--- config.mk ---
export PLATFORM = sky130hd
export DESIGN_NAME = coin_acceptor
export DESIGN_NICKNAME = d
export VERILOG_FILES = /design/src/rtl/coin_acceptor.sv
export SDC_FILE = /design/constraint.sdc
export NUM_CORES = 1
export LEC_CHECK = 0
export ABC_AREA = 1
export CAP_MARGIN = 20
export CELL_PAD_IN_SITES_DETAIL_PLACEMENT = 0
export CELL_PAD_IN_SITES_GLOBAL_PLACEMENT = 1
export CORE_MARGIN = 10
export CORE_UTILIZATION = 40
export DETAILED_ROUTE_END_ITERATION = 7
export GPL_TIMING_DRIVEN = 0
export PLACE_DENSITY = 0.66
export SLEW_MARGIN = 25
export SYNTH_ARGS = -nofsm -noshare
export SYNTH_HDL_FRONTEND = slang
export SYNTH_SLANG_ARGS = --single-unit
--- constraint.sdc ---
create_clock -name clk -period 3.5 [get_ports clk]
set_clock_uncertainty 0.15 [all_clocks]
set_input_delay 0.7 -clock clk [delete_from_list [all_inputs] [get_ports clk]]
set_output_delay 0.7 -clock clk [all_outputs]
set_load 0.03 [all_outputs]
--- src/rtl/coin_acceptor.sv ---
// coin_acceptor: coin-sensor front end for the vending machine controller.
// Synchronises and debounces the two raw coin sensors, turns each debounced
// rising edge into a coin code, rejects simultaneous or jammed insertions,
// and buffers accepted codes in a small FIFO drained whenever hold is low.
//
// Ports:
//   clk        - single clock, rising edge
//   reset      - asynchronous active-low reset
//   coin1_in   - raw Rs.1 sensor (asynchronous)
//   coin2_in   - raw Rs.2 sensor (asynchronous)
//   hold       - downstream stall, no code issued while high
//   x          - registered coin code: 00 none, 01 Rs.1, 10 Rs.2
//   reject     - one-cycle pulse when a detected coin is discarded
//   overflow   - sticky, a coin was discarded because the FIFO was full
//   jam        - sticky, a sensor stayed high for JAM_CYCLES
//   fifo_count - current FIFO occupancy
module coin_acceptor #(
    parameter int unsigned DEBOUNCE_CYCLES = 4,
    parameter int unsigned JAM_CYCLES      = 1024,
    parameter int unsigned FIFO_DEPTH      = 4
) (
    input  logic                                 clk,
    input  logic                                 reset,
    input  logic                                 coin1_in,
    input  logic                                 coin2_in,
    input  logic                                 hold,
    output logic [1:0]                           x,
    output logic                                 reject,
    output logic                                 overflow,
    output logic                                 jam,
    output logic [$clog2(FIFO_DEPTH+1)-1:0]      fifo_count
);

    localparam int unsigned DW = $clog2(DEBOUNCE_CYCLES + 1);
    localparam int unsigned JW = $clog2(JAM_CYCLES + 1);
    localparam int unsigned PW = $clog2(FIFO_DEPTH);
    localparam int unsigned CW = $clog2(FIFO_DEPTH + 1);

    // Bit 0 is the Rs.1 channel, bit 1 the Rs.2 channel, so a single-channel
    // rise vector equals its coin code.
    logic [1:0]          meta;
    logic [1:0]          s;
    logic [1:0]          db;
    logic [1:0]          db_nxt;
    logic [1:0]          rise;
    logic [1:0][DW-1:0]  db_cnt;
    logic [1:0][DW-1:0]  db_cnt_nxt;
    logic [1:0][JW-1:0]  hi_cnt;
    logic [1:0][JW-1:0]  hi_cnt_nxt;
    logic                jam_hit;

    logic                push;
    logic                pop;
    logic                rej;
    logic                ovf_set;
    logic                full;
    logic [1:0]          code;
    logic [1:0]          mem [FIFO_DEPTH];
    logic [PW-1:0]       wr_ptr;
    logic [PW-1:0]       rd_ptr;

    // Two-flop synchroniser for both sensors.
    always_ff @(posedge clk or negedge reset) begin
        if (!reset) begin
            meta <= '0;
            s    <= '0;
        end else begin
            meta <= {coin2_in, coin1_in};
            s    <= meta;
        end
    end

    // Debounce, rising-edge detection and jam high-time counting per channel.
    always_comb begin
        db_nxt     = db;
        rise       = '0;
        db_cnt_nxt = '0;
        hi_cnt_nxt = '0;
        jam_hit    = 1'b0;
        for (int i = 0; i < 2; i++) begin
            if (s[i] != db[i]) begin
                if (32'(db_cnt[i]) + 32'd1 >= DEBOUNCE_CYCLES) begin
                    db_nxt[i] = s[i];
                end else begin
                    db_cnt_nxt[i] = db_cnt[i] + DW'(1);
                end
            end
            rise[i] = db_nxt[i] & ~db[i];
            if (db[i]) begin
                // Saturate at JAM_CYCLES so a long-held sensor never wraps.
                if (32'(hi_cnt[i]) + 32'd1 >= JAM_CYCLES) begin
                    jam_hit       = 1'b1;
                    hi_cnt_nxt[i] = JW'(JAM_CYCLES);
                end else begin
                    hi_cnt_nxt[i] = hi_cnt[i] + JW'(1);
                end
            end
        end
    end

    // Event resolution and issue decision.
    always_comb begin
        full    = (fifo_count == CW'(FIFO_DEPTH));
        push    = 1'b0;
        rej     = 1'b0;
        ovf_set = 1'b0;
        code    = 2'b00;
        if (rise == 2'b11) begin
            rej = 1'b1;
        end else if (rise != 2'b00) begin
            if (jam) begin
                rej = 1'b1;
            end else if (full) begin
                // Discarded even if a pop frees a slot on this same edge.
                rej     = 1'b1;
                ovf_set = 1'b1;
            end else begin
                push = 1'b1;
                code = rise;
            end
        end
        pop = !hold && (fifo_count != '0);
    end

    // FIFO storage; contents are don't-care until written.
    always_ff @(posedge clk) begin
        if (push) begin
            mem[wr_ptr] <= code;
        end
    end

    // Control state and registered outputs.
    always_ff @(posedge clk or negedge reset) begin
        if (!reset) begin
            db         <= '0;
            db_cnt     <= '0;
            hi_cnt     <= '0;
            jam        <= 1'b0;
            overflow   <= 1'b0;
            reject     <= 1'b0;
            x          <= 2'b00;
            wr_ptr     <= '0;
            rd_ptr     <= '0;
            fifo_count <= '0;
        end else begin
            db     <= db_nxt;
            db_cnt <= db_cnt_nxt;
            hi_cnt <= hi_cnt_nxt;
            reject <= rej;
            if (jam_hit) begin
                jam <= 1'b1;
            end
            if (ovf_set) begin
                overflow <= 1'b1;
            end
            x <= pop ? mem[rd_ptr] : 2'b00;
            if (push) begin
                wr_ptr <= wr_ptr + PW'(1);
            end
            if (pop) begin
                rd_ptr <= rd_ptr + PW'(1);
            end
            if (push && !pop) begin
                fifo_count <= fifo_count + CW'(1);
            end else if (pop && !push) begin
                fifo_count <= fifo_count - CW'(1);
            end
        end
    end

endmodule

Word level (Yosys, flattened, before mapping)
Memory sizes are Yosys's and may differ from the RTL's. Cells that the tools add are included.

Add/sub/neg operators: 12. Magnitude comparators: 4. Eq/ne operators: 4. Muxes and demuxes: 36. Bitwise operators: 4. Reduce and logical (&&, ||, !) cells: 9.

Operators with widths (count): $mux W11 (4); $add A11 B1 Y12 const B (2); $ge A12 B11 Y1 const B (2); $add A11 B1 Y11 const B (2); $mux W1 (21); $mux W3 (6); $mux W2 (5); $add A3 B1 Y3 const B (3); $add A3 B1 Y4 const B (2); $ge A4 B3 Y1 const B (2); $add A2 B1 Y2 const B (2); $reduce_bool A2 Y1 (2); $eq A3 B3 Y1 const B (1); $logic_and A1 B1 Y1 (3); $logic_not A1 Y1 (3); $reduce_bool A3 Y1 (1); $sub A3 B1 Y3 const B (1); $and A1 B1 Y1 (2); $eq A2 B2 Y1 const B (1); $ne A1 B1 Y1 (2); $not A1 Y1 (2).

Bits in registers: 46. RAM bits: 8. Input bits: 5. Output and inout bits: 8. Word-level logic and storage cells: 84. Memories: 1.

Memory list: mem (words 4, bits a word 2, read ports 1, clocked after Yosys merged registers in 0, wr ports 1, RTL line 58) `logic [1:0] mem [FIFO_DEPTH];`.

Logic depth before layout (Yosys ltp)
Depth after elaboration: 12. Mapped depth: 13. Gate-level depth less buffers: 13.

Least setup slack after synthesis
Ideal clock, no wire load.

Path type: register -> register. Start point: reg db_cnt[0] in the netlist's numbering. End point: reg fifo_count[2]. Setup time: 0.131 ns. Data arrival time: 2.124 ns. Required time: 3.219 ns. Slack: 1.095 ns. Stages on the path, launching flop included: 14. Path buffers: 0. Period minus slack after synthesis: 2.405 ns. Cells stage by stage: dfrtp_1 -> ha_1 -> or2_1 -> nand2_1 -> nor2_2 -> nand2_4 -> nand2_2 -> nor2_4 -> ha_1 -> inv_1 -> fa_1 -> a21oi_1 -> o21ai_0 -> xor2_1.

Cells in the longest elaborated chain, start to end: 11. Elaborated cells between the ends (all ways): 14. Classes of those cells: add/sub (1); order compare (1); eq/ne (1); mux (5); bitwise (1); reduce/logical (5).

Ends and longest elaborated chain: from (decl) (RTL line 46) `logic [1:0][DW-1:0] db_cnt;`; from (signal assigned) (RTL line 147) `db_cnt <= db_cnt_nxt;`; $add A3 B1 Y4 * (RTL line 82) `if (32'(db_cnt[i]) + 32'd1 >= DEBOUNCE_CYCLES) begin`; $ge A4 B3 Y1 * (RTL line 82); $mux W1 * (RTL line 82); $mux W1 * (RTL line 81) `if (s[i] != db[i]) begin`; $and A1 B1 Y1 * (RTL line 88) `rise[i] = db_nxt[i] & ~db[i];`; $reduce_bool A2 Y1 (RTL line 110) `end else if (rise != 2'b00) begin`; $mux W1 (RTL line 110); $mux W1 * (RTL line 108) `if (rise == 2'b11) begin`; named net push (RTL line 52) `logic push;`; $logic_not A1 Y1 (RTL line 165) `end else if (pop && !push) begin`; $logic_and A1 B1 Y1 (RTL line 165); $reduce_bool A2 Y1 (no line); to (signal assigned) (RTL line 164) `fifo_count <= fifo_count + CW'(1);`; to (signal assigned) (RTL line 166) `fifo_count <= fifo_count - CW'(1);`; to (decl) (RTL line 31) `output logic [$clog2(FIFO_DEPTH+1)-1:0] fifo_count`.

Mark *: on every way through the listed nets, which the timed path passes. The rest lies on a longest branch. A chain may end at the register's enable or synchronous reset.

Worst setup path in the final report
Same ends and word-level chain as after synthesis.

==> results.py <==
metrics = {
    "status": {
        "outcome": "finished clean",
    },
    "synth": {
        "ys_warn_count": 0,
        "syn_avg_cell_area_sq_um": 9.84,
        "synth_area_leader_cell": "dfrtp_1",
        "synth_cell_types": 28,
        "yosysTopAreaCellShare_pct": 44.3,
        "synthTopCellsByArea": "dfrtp_1 (44%), edfxtp_1 (9.2%), nand2_1 (5.2%), nor2_1 (5.1%), inv_1 (4.5%)",
        "ys_seq_elements": 54,
        "netlist_instances": 264,
        "syn_area_sq_mm": 0.00260,
        "ys_seq_area_share_pct": 53.5,
    },
    "pwr": {
        "power_density_mw_per_mm2": 535,
        "peakVddDrop_uv": 371,
        "leakage_nw": 1.27,
    },
    "drt": {
        "first_iter_violations": 45,
        "ant_nets": 0,
        "dr.pass1.iters": 4,
        "dr_total_vias": 1607,
        "drc": 0,
        "wl_per_cell_um": 11.1,
        "via_per_inst": 4.44,
        "drt_wl_total_um": 4030,
    },
    "floorplanning": {
        "die_h_um": 101,
        "fp.coreArea_sq_mm": 0.00631,
        "dieArea_sq_mm": 0.0101,
        "num_rows": 29,
        "die_x_um": 101,
        "num_io_pins": 13,
        "start_util_pct": 41.2,
    },
    "placed_design": {
        "place_ws_ns": 0.780,
        "port_buffers": 12,
        "dp_hpwl_um": 2930,
        "gp_congestion": 0.705,
    },
    "clocking": {
        "clock_latency_ns": 0.29,
        "clk_path_buf_depth": 2,
        "clockRootBuffer": "clkbuf_8",
        "path_clk_slew_ns": 0.09,
        "post_cts_resized": 0,
        "cts_tree": "done",
        "hold_buffers": 0,
        "htreeDepth": 2,
        "post-cts-setup-buffers": 0,
        "clock_sinks": 54,
        "cts_made_buffers": 5,
    },
    "sta": {
        "fmax_mhz": 391,
        "finalHoldViolations": 0,
        "finalMaxSlewViolations": 0,
        "rsz0062_at_grt": "no",
        "post-route-min-period_ns": 2.56,
        "min_period_over_period_pct": 73.1,
        "setup_viol": 0,
        "postLayoutSetupSlackWorst_ns": 0.942,
        "setup_tns_ns": 0,
        "tightest_slew_ns": 0.587,
        "timing.slew.headroom_pct": 60.8,
    },
    "setup_path": {
        "cp_max_fo": 6,
        "end_kind": "flip-flop",
        "critPathArrivalTime_ns": 2.58,
        "critical_path_class": "flip-flop to flip-flop",
        "start_kind": "flip-flop",
        "crit_start": "db_cnt[0]",
        "r2r_slack_ns": 0.94,
        "worst_r2r_path_depth": 13,
        "r2r_start": "db_cnt[0]",
        "reg2reg_to": "fifo_count[2]",
        "worstPathRequired_ns": 3.53,
        "cp-endpoint": "fifo_count[2]",
    },
    "cells_and_area": {
        "layout.nets": 299,
        "syn2layout_area_growth_pct": 11.5,
        "diodes": 0,
        "drive_gt1_share_pct": 16.1,
    },
    "global_route": {
        "grt_pass1_wl_um": 7360,
        "globalRouteOverflowTotal": 0,
        "grt_pass1_vias": 1632,
        "grt_usage_pct": 8.74,
        "antenna_found_initial": 0,
        "grt_max_degree": 47,
    },
    "worst_hold_path": {
        "hp-class": "flip-flop to flip-flop",
    },
    "flow_run": {
        "cap_violations": 0,
    },
}
report_power, final:
group / switching (mW) / internal [mW] / total [mW]
logic: 0.252 / 0.177 / 0.428
registers: 0.0726 / 0.722 / 0.795
clock network: 0.185 / 0.143 / 0.328
total: 0.509 / 1.04 / 1.55
stage by stage:
step	total power [mW]	area, sq um	hold WS (ns)	util [%]	instances
after floorplan	1.10	2600	0.181	-	265
after global placement	1.24	2820	0.183	44.6	354
after detailed placement	1.24	2820	0.191	44.6	354
after CTS	1.58	2900	0.213	45.9	362
after global routing	1.68	2900	0.229	45.9	362
final	1.55	2900	0.209	45.9	362
worst min path at each step:
stage                 start    to  slack (ns)  cells after the start
finish              meta[0]  s[0]        0.21                      0
global route        meta[0]  s[0]        0.23                      0
CTS                 meta[0]  s[0]        0.21                      0
detailed placement  meta[0]  s[0]        0.19                      0
global placement    meta[0]  s[0]        0.18                      0
floorplan           meta[0]  s[0]        0.18                      0
final cells by class:
type | instances | area, sq um
flip-flops and latches | 54 | 1390
repair buffers | 12 | 118
clock buffers | 8 | 80.1
inverters | 35 | 131
well taps | 77 | 96.3
fillers | 623 | 3420
multi-input cells | 175 | 1070
plain buffers | 1 | 5.00
worst max-delay path: stages, from the launching register on:
cell,delay (ns)
dfrtp_1,0.40
ha_1,0.21
or2_1,0.22
nand2_1,0.13
nor2_2,0.07
nand2_4,0.10
nand2_2,0.07
nor2_4,0.12
ha_1,0.15
inv_1,0.07
fa_1,0.38
a21oi_1,0.14
o21ai_0,0.11
xor2_1,0.15
synth_stat cells:
cell type,n
dfrtp_1,46
nand2_1,36
nor2_1,35
inv_1,31
nor2_2,15
xor2_1,11
ha_1,9
nand3_1,9
xnor2_1,9
edfxtp_1,8
o21ai_0,8
nor3_1,7
nand2_2,6
nand4_1,5
a21oi_1,4
inv_2,4
nand3_2,4
nor2_4,4
or2_1,3
nand3_4,2
buf_2,1
conb_1,1
fa_1,1
mux2_2,1
nand2_4,1
nand3b_1,1
nand4_2,1
o21ai_2,1
placed cells by master, fill, tap and decap left out, types with 5 or more instances in the layout:
cell	netlist	final
nor2_1	35	35
clkdlybuf4s50_1	0	11
nor3_1	7	7
xnor2_1	9	9
nand4_1	5	5
ha_1	9	9
clkbuf_8	0	5
nand2_1	36	36
edfxtp_1	8	8
nand2_2	6	6
inv_1	31	31
o21ai_0	8	8
nor2_2	15	15
nand3_1	9	9
dfrtp_1	46	46
xor2_1	11	11
routing by layer:
metal / track usage, % / share of wire (%) / up-vias / routed length [um]
li1: - / - / 862 / -
met2: 13.7 / 45 / 11 / 1800
met3: 2.81 / 3.4 / 2 / 135
met1: 11.3 / 51 / 732 / 2060
met5: 0 / 0 / - / 0
met4: 2.28 / 0.60 / 0 / 24
kinds of logic (layout without fill, tap and decap cells):
| group | after synthesis | count (layout) | synth area share, % |
|---|---|---|---|
| compound gates | 13 | 13 | 2.65 |
| simple gates | 129 | 129 | 26.1 |
| flops | 54 | 54 | 53.5 |
| other cells | 1 | 2 | 0.144 |
| mux | 1 | 1 | 0.433 |
| xor+xnor | 20 | 20 | 6.74 |
| fa+ha+maj | 10 | 10 | 5.10 |
| buf+inv | 36 | 56 | 5.25 |
registers in the layout (all words and copies together) (netlist names):
name	cells
db	2
db_cnt	6
fifo_count	3
hi_cnt	22
jam	1
mem	8
meta	2
overflow	1
rd_ptr	2
reject	1
s	2
wr_ptr	2
x	2
(Power assumes the default switching activity.)
